===== config.mk =====
export PLATFORM = sky130hd
export DESIGN_NAME = hs_ram_arbiter
export DESIGN_NICKNAME = d
export VERILOG_FILES = /design/src/rtl/hs_arb_pkg.sv /design/src/rtl/hs_ram_arbiter_rd_pipe.sv /design/src/rtl/hs_ram_arbiter.sv
export SDC_FILE = /design/constraint.sdc
export NUM_CORES = 1
export LEC_CHECK = 0
export CAP_MARGIN = 20
export CORE_MARGIN = 2
export CORE_UTILIZATION = 51
export CTS_CLUSTER_SIZE = 28
export DETAILED_ROUTE_END_ITERATION = 8
export PLACE_DENSITY = 0.89
export SYNTH_ARGS = -nofsm -noshare
export SYNTH_HDL_FRONTEND = slang
export SYNTH_SLANG_ARGS = --single-unit

===== constraint.sdc =====
create_clock -name clk -period 2.85 [get_ports clk]
set_input_delay 0.57 -clock clk [delete_from_list [all_inputs] [get_ports clk]]
set_output_delay 0.57 -clock clk [all_outputs]
set_load 0.01 [all_outputs]

===== src/rtl/hs_arb_pkg.sv =====
// hs_arb_pkg
//   Shared types and helpers for the hiscore RAM arbiter.
//   - arb_state_e : arbiter FSM states
//   - cnt_width() : bit width needed to hold a counter value 0..max_val
package hs_arb_pkg;

  typedef enum logic [2:0] {
    S_IDLE,
    S_PAUSE_WAIT,
    S_SETTLE,
    S_GRANT,
    S_DRAIN,
    S_RELEASE
  } arb_state_e;

  // clog2(max_val+1), never less than one bit.
  function automatic int unsigned cnt_width(input int unsigned max_val);
    int unsigned w;
    w = $clog2(max_val + 1);
    return (w < 1) ? 1 : w;
  endfunction

endpackage


===== src/rtl/hs_ram_arbiter_rd_pipe.sv =====
// hs_rd_pipe
//   Tracks the single outstanding RAM read. issue_i is high in the cycle the
//   read address is on the RAM port; the flag then travels RD_LAT stages so
//   rvalid_o lines up with the RAM's read data.
//   Ports:
//     clk, reset  clock / asynchronous active-high reset
//     issue_i     read address presented to the RAM this cycle
//     rvalid_o    RAM read data valid this cycle
//     busy_o      read still in flight (excludes the data-return cycle)
module hs_rd_pipe #(
  parameter int RD_LAT = 1
) (
  input  logic clk,
  input  logic reset,
  input  logic issue_i,
  output logic rvalid_o,
  output logic busy_o
);

  logic [RD_LAT-1:0] sr_q;

  for (genvar gi = 0; gi < RD_LAT; gi++) begin : g_stage
    if (gi == 0) begin : g_head
      always_ff @(posedge clk or posedge reset) begin
        if (reset) sr_q[0] <= 1'b0;
        else       sr_q[0] <= issue_i;
      end
    end else begin : g_tail
      always_ff @(posedge clk or posedge reset) begin
        if (reset) sr_q[gi] <= 1'b0;
        else       sr_q[gi] <= sr_q[gi-1];
      end
    end
  end

  assign rvalid_o = sr_q[RD_LAT-1];

  // The return cycle itself is not busy, so a new read may be accepted
  // alongside the data of the previous one.
  always_comb begin
    busy_o = issue_i;
    for (int k = 0; k < RD_LAT - 1; k++) begin
      busy_o = busy_o | sr_q[k];
    end
  end

endmodule


===== src/rtl/hs_ram_arbiter.sv =====
// hs_ram_arbiter
//   Lends the game work-RAM port to the hiscore engine: pauses the CPU, waits
//   for halt acknowledge plus a settle interval, grants single-beat access,
//   then hands the port back before un-pausing the CPU.
//   Ports:
//     clk, reset                 clock / asynchronous active-high reset
//     hs_req/hs_grant            session request / port owned by engine
//     hs_valid/hs_ready/hs_we    beat handshake and direction
//     hs_addr/hs_wdata           beat address / write data
//     hs_rdata/hs_rvalid         read data with one-cycle valid pulse
//     hs_err                     sticky halt-acknowledge timeout
//     pause_cpu/cpu_halted       CPU pause request / halt acknowledge
//     ram_access                 RAM mux select (1 = arbiter owns port)
//     ram_addr/ram_wdata/ram_we  RAM port, zero whenever ram_access=0
//     ram_rdata                  RAM read data
module hs_ram_arbiter
  import hs_arb_pkg::*;
#(
  parameter int AW      = 12,
  parameter int DW      = 8,
  parameter int RD_LAT  = 1,
  parameter int SETTLE  = 4,
  parameter int TIMEOUT = 65535
) (
  input  logic          clk,
  input  logic          reset,
  input  logic          hs_req,
  output logic          hs_grant,
  input  logic          hs_valid,
  output logic          hs_ready,
  input  logic          hs_we,
  input  logic [AW-1:0] hs_addr,
  input  logic [DW-1:0] hs_wdata,
  output logic [DW-1:0] hs_rdata,
  output logic          hs_rvalid,
  output logic          hs_err,
  output logic          pause_cpu,
  input  logic          cpu_halted,
  output logic          ram_access,
  output logic [AW-1:0] ram_addr,
  output logic [DW-1:0] ram_wdata,
  output logic          ram_we,
  input  logic [DW-1:0] ram_rdata
);

  // One counter serves both the halt timeout (counts up) and the settle
  // interval (counts down), so size it for the larger of the two.
  localparam int unsigned CW = cnt_width((TIMEOUT > SETTLE) ? TIMEOUT : SETTLE);
  localparam logic [CW-1:0] TO_LAST     = CW'(TIMEOUT - 1);
  localparam logic [CW-1:0] SETTLE_LAST = CW'(SETTLE - 1);
  localparam logic [CW-1:0] CNT_MAX     = '1;

  arb_state_e    state_q, state_d;
  logic [CW-1:0] cnt_q, cnt_d;
  logic          err_q, err_d;
  logic          req_q;
  logic          pause_q, access_q, grant_q;
  logic          we_q, rd_issue_q;
  logic [AW-1:0] addr_q;
  logic [DW-1:0] wdata_q;
  logic          rd_busy, rd_valid, beat_acc;

  hs_rd_pipe #(.RD_LAT(RD_LAT)) u_rd_pipe (
    .clk      (clk),
    .reset    (reset),
    .issue_i  (rd_issue_q),
    .rvalid_o (rd_valid),
    .busy_o   (rd_busy)
  );

  // Requiring hs_req here keeps beats from being taken once the engine has
  // started closing the session.
  assign hs_ready = (state_q == S_GRANT) && hs_req && !rd_busy;
  assign beat_acc = hs_valid && hs_ready;

  always_comb begin
    state_d = state_q;
    cnt_d   = cnt_q;
    err_d   = err_q;
    if (hs_req && !req_q) err_d = 1'b0;
    unique case (state_q)
      S_IDLE: begin
        if (hs_req) begin
          state_d = S_PAUSE_WAIT;
          cnt_d   = '0;
        end
      end
      S_PAUSE_WAIT: begin
        if (!hs_req) begin
          state_d = S_RELEASE;
        end else if (cpu_halted) begin
          state_d = S_SETTLE;
          cnt_d   = SETTLE_LAST;
        end else if (cnt_q == TO_LAST) begin
          err_d   = 1'b1;
          state_d = S_RELEASE;
        end else if (cnt_q != CNT_MAX) begin
          cnt_d = cnt_q + 1'b1;
        end
      end
      S_SETTLE: begin
        // cpu_halted is deliberately not looked at: the CPU must stay
        // halted for as long as pause_cpu is high.
        if (!hs_req)           state_d = S_RELEASE;
        else if (cnt_q == '0)  state_d = S_GRANT;
        else                   cnt_d   = cnt_q - 1'b1;
      end
      S_GRANT: begin
        if (!hs_req && !rd_busy) state_d = S_DRAIN;
      end
      S_DRAIN:   state_d = S_RELEASE;
      S_RELEASE: state_d = S_IDLE;
      default:   state_d = S_IDLE;
    endcase
  end

  // Outputs are registered from the next state, so the port is released one
  // cycle (RELEASE) before pause_cpu drops on the return to IDLE.
  always_ff @(posedge clk or posedge reset) begin
    if (reset) begin
      state_q    <= S_IDLE;
      cnt_q      <= '0;
      err_q      <= 1'b0;
      req_q      <= 1'b0;
      pause_q    <= 1'b0;
      access_q   <= 1'b0;
      grant_q    <= 1'b0;
      we_q       <= 1'b0;
      rd_issue_q <= 1'b0;
      addr_q     <= '0;
      wdata_q    <= '0;
    end else begin
      state_q    <= state_d;
      cnt_q      <= cnt_d;
      err_q      <= err_d;
      req_q      <= hs_req;
      pause_q    <= (state_d != S_IDLE);
      access_q   <= (state_d == S_GRANT) || (state_d == S_DRAIN);
      grant_q    <= (state_d == S_GRANT);
      we_q       <= beat_acc && hs_we;
      rd_issue_q <= beat_acc && !hs_we;
      if (beat_acc) begin
        addr_q <= hs_addr;
        if (hs_we) wdata_q <= hs_wdata;
      end
    end
  end

  assign hs_grant   = grant_q;
  assign hs_err     = err_q;
  assign pause_cpu  = pause_q;
  assign ram_access = access_q;
  assign ram_addr   = access_q ? addr_q  : '0;
  assign ram_wdata  = access_q ? wdata_q : '0;
  assign ram_we     = access_q && we_q;
  assign hs_rvalid  = rd_valid;
  assign hs_rdata   = rd_valid ? ram_rdata : '0;

endmodule


* Yosys cells after proc, flatten, opt, wreduce, memory -nomap -nowiden *
Index checks and enable logic that the tools add are counted.

word-level totals
  bits of input ports = 34
  logic and storage cells = 71
  memory bits (read-only) = 0
  output and inout bits = 35
  register bits after elaboration = 47
  latch bits = 0
  RAM bits = 0
  memories kept = 0

cells by class
  multipliers = 0
  div/mod/pow operators = 0
  bitwise logic cells = 0
  equal/unequal tests = 14
  muxes and demuxes = 24
  $lt $le $gt $ge = 0
  $add $sub $neg = 2
  shift-type cells = 0
  reduce and logical (&&, ||, !) cells = 19

operator list
  kind                                                                    number
  16-bit two-way mux                                                      7
  16-bit one-hot mux with 3 select lines                                  1
  3-bit two-way mux                                                       7
  16-bit by 1-bit adder with 16-bit output (second input constant)        1
  16-bit equality test (second input constant)                            1
  16-bit zero test                                                        1
  8-bit two-way mux                                                       2
  16-bit != test (second input constant)                                  1
  16-bit by 1-bit subtractor with 16-bit output (second input constant)   1
  3-bit one-hot mux with 5 select lines                                   1
  12-bit two-way mux                                                      1
  3-bit by 2-bit equality test with 1-bit output (second input constant)  3
  1-bit logical AND                                                       8
  2-bit != test (second input constant)                                   4
  7-bit AND reduction                                                     1
  3-bit equality test (second input constant)                             2
  3-bit != test (second input constant)                                   2
  3-bit nonzero test                                                      2
  1-bit two-way mux                                                       5
  1-bit zero test                                                         4
  3-bit by 1-bit equality test with 1-bit output (second input constant)  1
  3-bit zero test                                                         1
  2-bit AND reduction                                                     1
  1-bit logical OR                                                        1

* Logic depth before layout (Yosys ltp) *
  depth after elaboration = 7
  depth in mapped cells = 8
  gate-level depth less buffers = 7

* Cells and area by module *
Synthesis repeated with hierarchy kept, for this count alone.

unflattened totals
  cells, all modules = 317
  area total of the unflattened synthesis = 2877.8 sq um

modules (own cells, without submodules)
  module          area an instance (sq um)  instances  cells each  sequential area each (sq um)
  hs_ram_arbiter  2841.5                    1          314         1151.1
  hs_rd_pipe      36.3                      1          3           25.0

* Least setup slack after synthesis *
Ideal clock, no wire load.

  path type = register to register
  from = register cnt_q[0]
  to = register cnt_q[6]
  setup time = 0.132 ns
  slack = 0.845 ns
  period minus slack after synthesis = 2.005 ns
  stages on the path, launching flop included = 9
  path buffers = 1
  data arrival time = 1.873 ns
  data required time = 2.718 ns
  cells stage by stage = dfrtp_1 inv_1 ha_1 or3b_2 clkbuf_1 o31ai_1 a32oi_1 o31ai_1 o31ai_1

between the ends
  word-level cells in the longest chain between the ends = 6
  elaborated cells between the ends (all ways) = 16
  classes of those cells = add/sub (2); eq/ne (5); mux (7); reduce/logical (2)

ends and longest elaborated chain
  item                                      line                   source
  from (decl)                               hs_ram_arbiter.sv:54   logic [CW-1:0] cnt_q, cnt_d;
  from (signal assigned)                    hs_ram_arbiter.sv:134  cnt_q <= cnt_d;
  16-bit by 1-bit adder with 16-bit output  hs_ram_arbiter.sv:98   cnt_d = cnt_q + 1'b1;
  16-bit two-way mux                        hs_ram_arbiter.sv:97   end else if (cnt_q != CNT_MAX) begin
  16-bit two-way mux                        hs_ram_arbiter.sv:94   end else if (cnt_q == TO_LAST) begin
  16-bit two-way mux                        hs_ram_arbiter.sv:91   end else if (cpu_halted) begin
  16-bit two-way mux                        hs_ram_arbiter.sv:89   if (!hs_req) begin
  16-bit one-hot mux with 3 select lines    hs_ram_arbiter.sv:81   unique case (state_q)

Several ways; a longest one is shown, not always the timed one. The select of a mux whose other input is x is not followed.
A chain may end at the register's enable or synchronous reset.

* Worst setup path after layout *
  from = input port hs_req
  to = output port hs_ready

between the ends
  word-level cells in the longest chain between the ends = 2

ends and longest elaborated chain
  item                             line                  source
  from (decl)                      hs_ram_arbiter.sv:27  input logic hs_req,
  1-bit logical AND (2 in series)  hs_ram_arbiter.sv:73  assign hs_ready = (state_q == S_GRANT) && hs_req && !rd_busy;
  to (decl)                        hs_ram_arbiter.sv:30  output logic hs_ready,

Every way passes these cells.

==> results by group <==
CTS
  – CTS buffer count: 5
  – Clock tree root buffer cell: clkbuf_8
  – Cts hold-fix bufs: 0
  – TritonCTS clock tree: built
  – Worst-path clk slew: 0.09 ns
  – Worst skew pair latency: 0.30 ns
  – H-Tree Depth: 2
  – Post-CTS resize count: 0
  – Clock sink count: 47
  – Longest Clk Path Bufs: 2
  – Post-CTS setup buffer count: 0

Final layout
  – Layout cells sized above 1: 0.1796
  – NumNets Final: 410
  – Final Instance Count excl. Fillers: between 400 and 500
  – Area Growth Syn to Fin: 24.41%
  – Antenna cells: 0

Floorplan
  – Die W: 82.43 µm
  – Die Area: about 6800 µm²
  – Row cnt: 28
  – Starting density of the core: 0.5298
  – Ports: 69
  – Core Footprint: 5921 µm²
  – Die height: 82.43 µm

STA
  – Worst Tran Pin Value: 0.5561 ns
  – Fin crit period: approximately 2.6 ns
  – Fmax: 0.3899 GHz
  – Setup TNS: 0 ns
  – Final setup viols: 0
  – Max transition margin: 0.6284
  – Hold slack final: 0.5006 ns
  – Final Hold Viols: 0
  – RSZ-0062 raised after global routing: no
  – Setup Skew: 0.01020 ns
  – Period utilization: 0.9000
  – Pins over their slew limit: 0

Critical path
  – Crit path largest cell delay: approximately 0.58 ns
  – Worst path cell trace: clkdlybuf4s50_1 -> nand2b_4 -> nor2_1 -> clkdlybuf4s50_1
  – Worst path slowest cell: clkdlybuf4s50_1
  – Crit path max fanout: 4
  – Crit Path Category: primary input to output pin
  – R2r worst-path depth: 6
  – Worst setup EP type: output pin
  – Worst EP required: 2.28 ns
  – Worst setup SP type: primary input
  – R2R Path End: cnt_q[8]
  – Critical Path AT: 1.99 ns
  – R2R Setup Slk: 0.50 ns
  – Crit path top cell by count: clkdlybuf4s50_1
  – R2r startpoint: cnt_q[0]

Routing
  – Vias per cell: 6.214
  – Iter 0 DRT Violations: 366
  – Post-route ant nets: 0
  – DRC Markers: 0
  – Drt first pass iters: 5
  – Final WL: 7.874 mm
  – Routed vias: approximately 2.8k
  – Routed length per instance: 17.58 µm

Outcome
  – Status: complete, no violations

GRT
  – Antenna violations before repair: 0
  – Pin count of the biggest net entering global routing: 26
  – Aggregate global-route resource usage: 0.2349
  – First-pass GRT wire length: 12.31 mm
  – Vias in the first global route: 2,539
  – GRT Max-Usage Layer: met2
  – GRT met2 Usage: 0.3774
  – Overflow after GRT: 0
  – Met1 Use GR: 0.3181
  – Met3 Usage GRT: 0.04022

Job
  – Maxcap violations: 0

Synthesis
  – Distinct cell type count after synthesis: 74
  – Post-synth top area cell: dfrtp_1
  – Post-synth EDFFs: 0
  – Yosys warning count: 0
  – Synth Area in Compound Gates: 0.1807
  – Post-synth ARST share: 1.000
  – Sequential element share of the synthesized area: 0.3750
  – Synthesized area per cell: ~10 µm²
  – Post-synth top area share: 0.3750
  – Post-Synth Adder-Cell Area: 0.01596
  – Top cells by area, synth: dfrtp_1, mux2_2, and2_1, nand2_1, nand3_1
  – Ys flop type: dfrtp_1
  – Commonest cells post-synth: dfrtp_1, and2_1, mux2_2
  – Synth Register Bits: between 40 and 50
  – Syn_nets: ~350
  – XOR/XNOR share of the synthesized area: 0.008377
  – Most numerous cell in the Yosys netlist: dfrtp_1
  – Synth Area in Simple Gates: 0.2736
  – Cell count after synthesis: roughly 310
  – Mux cell area share after synthesis: 0.07858
  – Post-Synthesis Cell Area: 3137 µm²
  – Largest family of logic cells by synthesized area: simple AND/OR/NAND/NOR gates

Power and ir drop
  – Power per Cell Area: 725.2 nW/µm²
  – Power Total: 2.830 mW
  – Leakage: between 1.5 and 2 nW
  – Worst VDD drop: 675.7 µV

Placement
  – PortBufs: 68
  – HPWL Detailed: 5.779 mm
  – Final Wtd Congestion: 0.9117
  – Placed cells: 440

Hold path
  – Hold EP: u_rd_pipe.rvalid_o
  – HP Start: rd_issue_q
  – HP Class: flip-flop to flip-flop
  – Hold Crit Depth: 0
registers in the layout, summed over array words and instances, names as in the netlist:
register,flops
state_q,3
pause_cpu,1
wdata_q,8
ram_access,1
we_q,1
rd_issue_q,1
hs_grant,1
hs_err,1
u_rd_pipe.rvalid_o,1
cnt_q,16
req_q,1
addr_q,12
logic make-up (layout without fill, tap and decap cells):
group	Yosys count	count (layout)
muxes	22	22
DFF	47	47
AOI/OAI and AO/OA	75	75
adders and majority gates	4	4
and+or+nand+nor	127	127
buffers and inverters	35	95
xor gates and xnor gates	3	3
layer usage:
layer | wire length (µm) | up-vias
met2 | 3890 | 144
met3 | 644 | 15
met4 | 130 | 0
met1 | 3208 | 1331
met5 | 0 | -
li1 | - | 1294
critical path, delay by kind of cell:
kind / cells / cell delay (ns)
buffers and inverters: 2 / 1.14
and+or+nand+nor: 2 / 0.28
power breakdown:
part	internal (mW)	switching, mW	leakage (nW)	total, mW
combinational	0.603	0.636	0.948	1.24
clock	0.198	0.233	0.0474	0.432
sequential	0.860	0.299	0.622	1.16
total	1.66	1.17	1.62	2.83
per-stage QoR:
step / area [µm²] / setup WS (ns) / util
after floorplan: 3137 / 0.8448 / -
after global placement: 3804 / 0.3087 / 0.6424
after detailed placement: 3804 / 0.2802 / 0.6424
after CTS: 3902 / 0.2787 / 0.6591
after global routing: 3902 / 0.1755 / 0.6591
final: 3902 / 0.2850 / 0.6591
cell type report:
class | count | area [µm²]
inverters | 10 | 37.54
fillers | 431 | 2018
clock buffers | 6 | 82.58
multi-input cells | 231 | 1748
well taps | 75 | 93.84
clock inverters | 2 | 16.27
flip-flops and latches | 47 | 1176
repair buffers | 77 | 748.2
worst max path at each step:
stage	depth (start not counted)	slack [ns]	endpoint	from
finish	4	0.29	hs_ready	hs_req
global route	3	0.18	hs_ready	state_q[1]
CTS	4	0.28	hs_ready	hs_req
detailed placement	4	0.28	hs_ready	hs_req
global placement	4	0.31	hs_ready	hs_req
floorplan	8	0.84	cnt_q[6]	cnt_q[0]
placed cells by master, fill, tap and decap left out, drive strengths merged, types with 7 or more instances in the layout:
| cell | synthesis | routed |
|---|---|---|
| clkdlybuf4s50 | 0 | 68 |
| dfrtp | 47 | 47 |
| and2 | 29 | 29 |
| mux2 | 21 | 21 |
| nand2 | 19 | 19 |
| nand3 | 17 | 17 |
| nor2 | 14 | 14 |
| a21oi | 11 | 11 |
| inv | 10 | 10 |
| buf | 20 | 9 |
| nand4 | 9 | 9 |
| o21ai | 9 | 9 |
| nor4 | 9 | 9 |
| nor3 | 8 | 8 |
| a31oi | 7 | 7 |
| a22o | 7 | 7 |
Power figures use the tool's default switching activity.
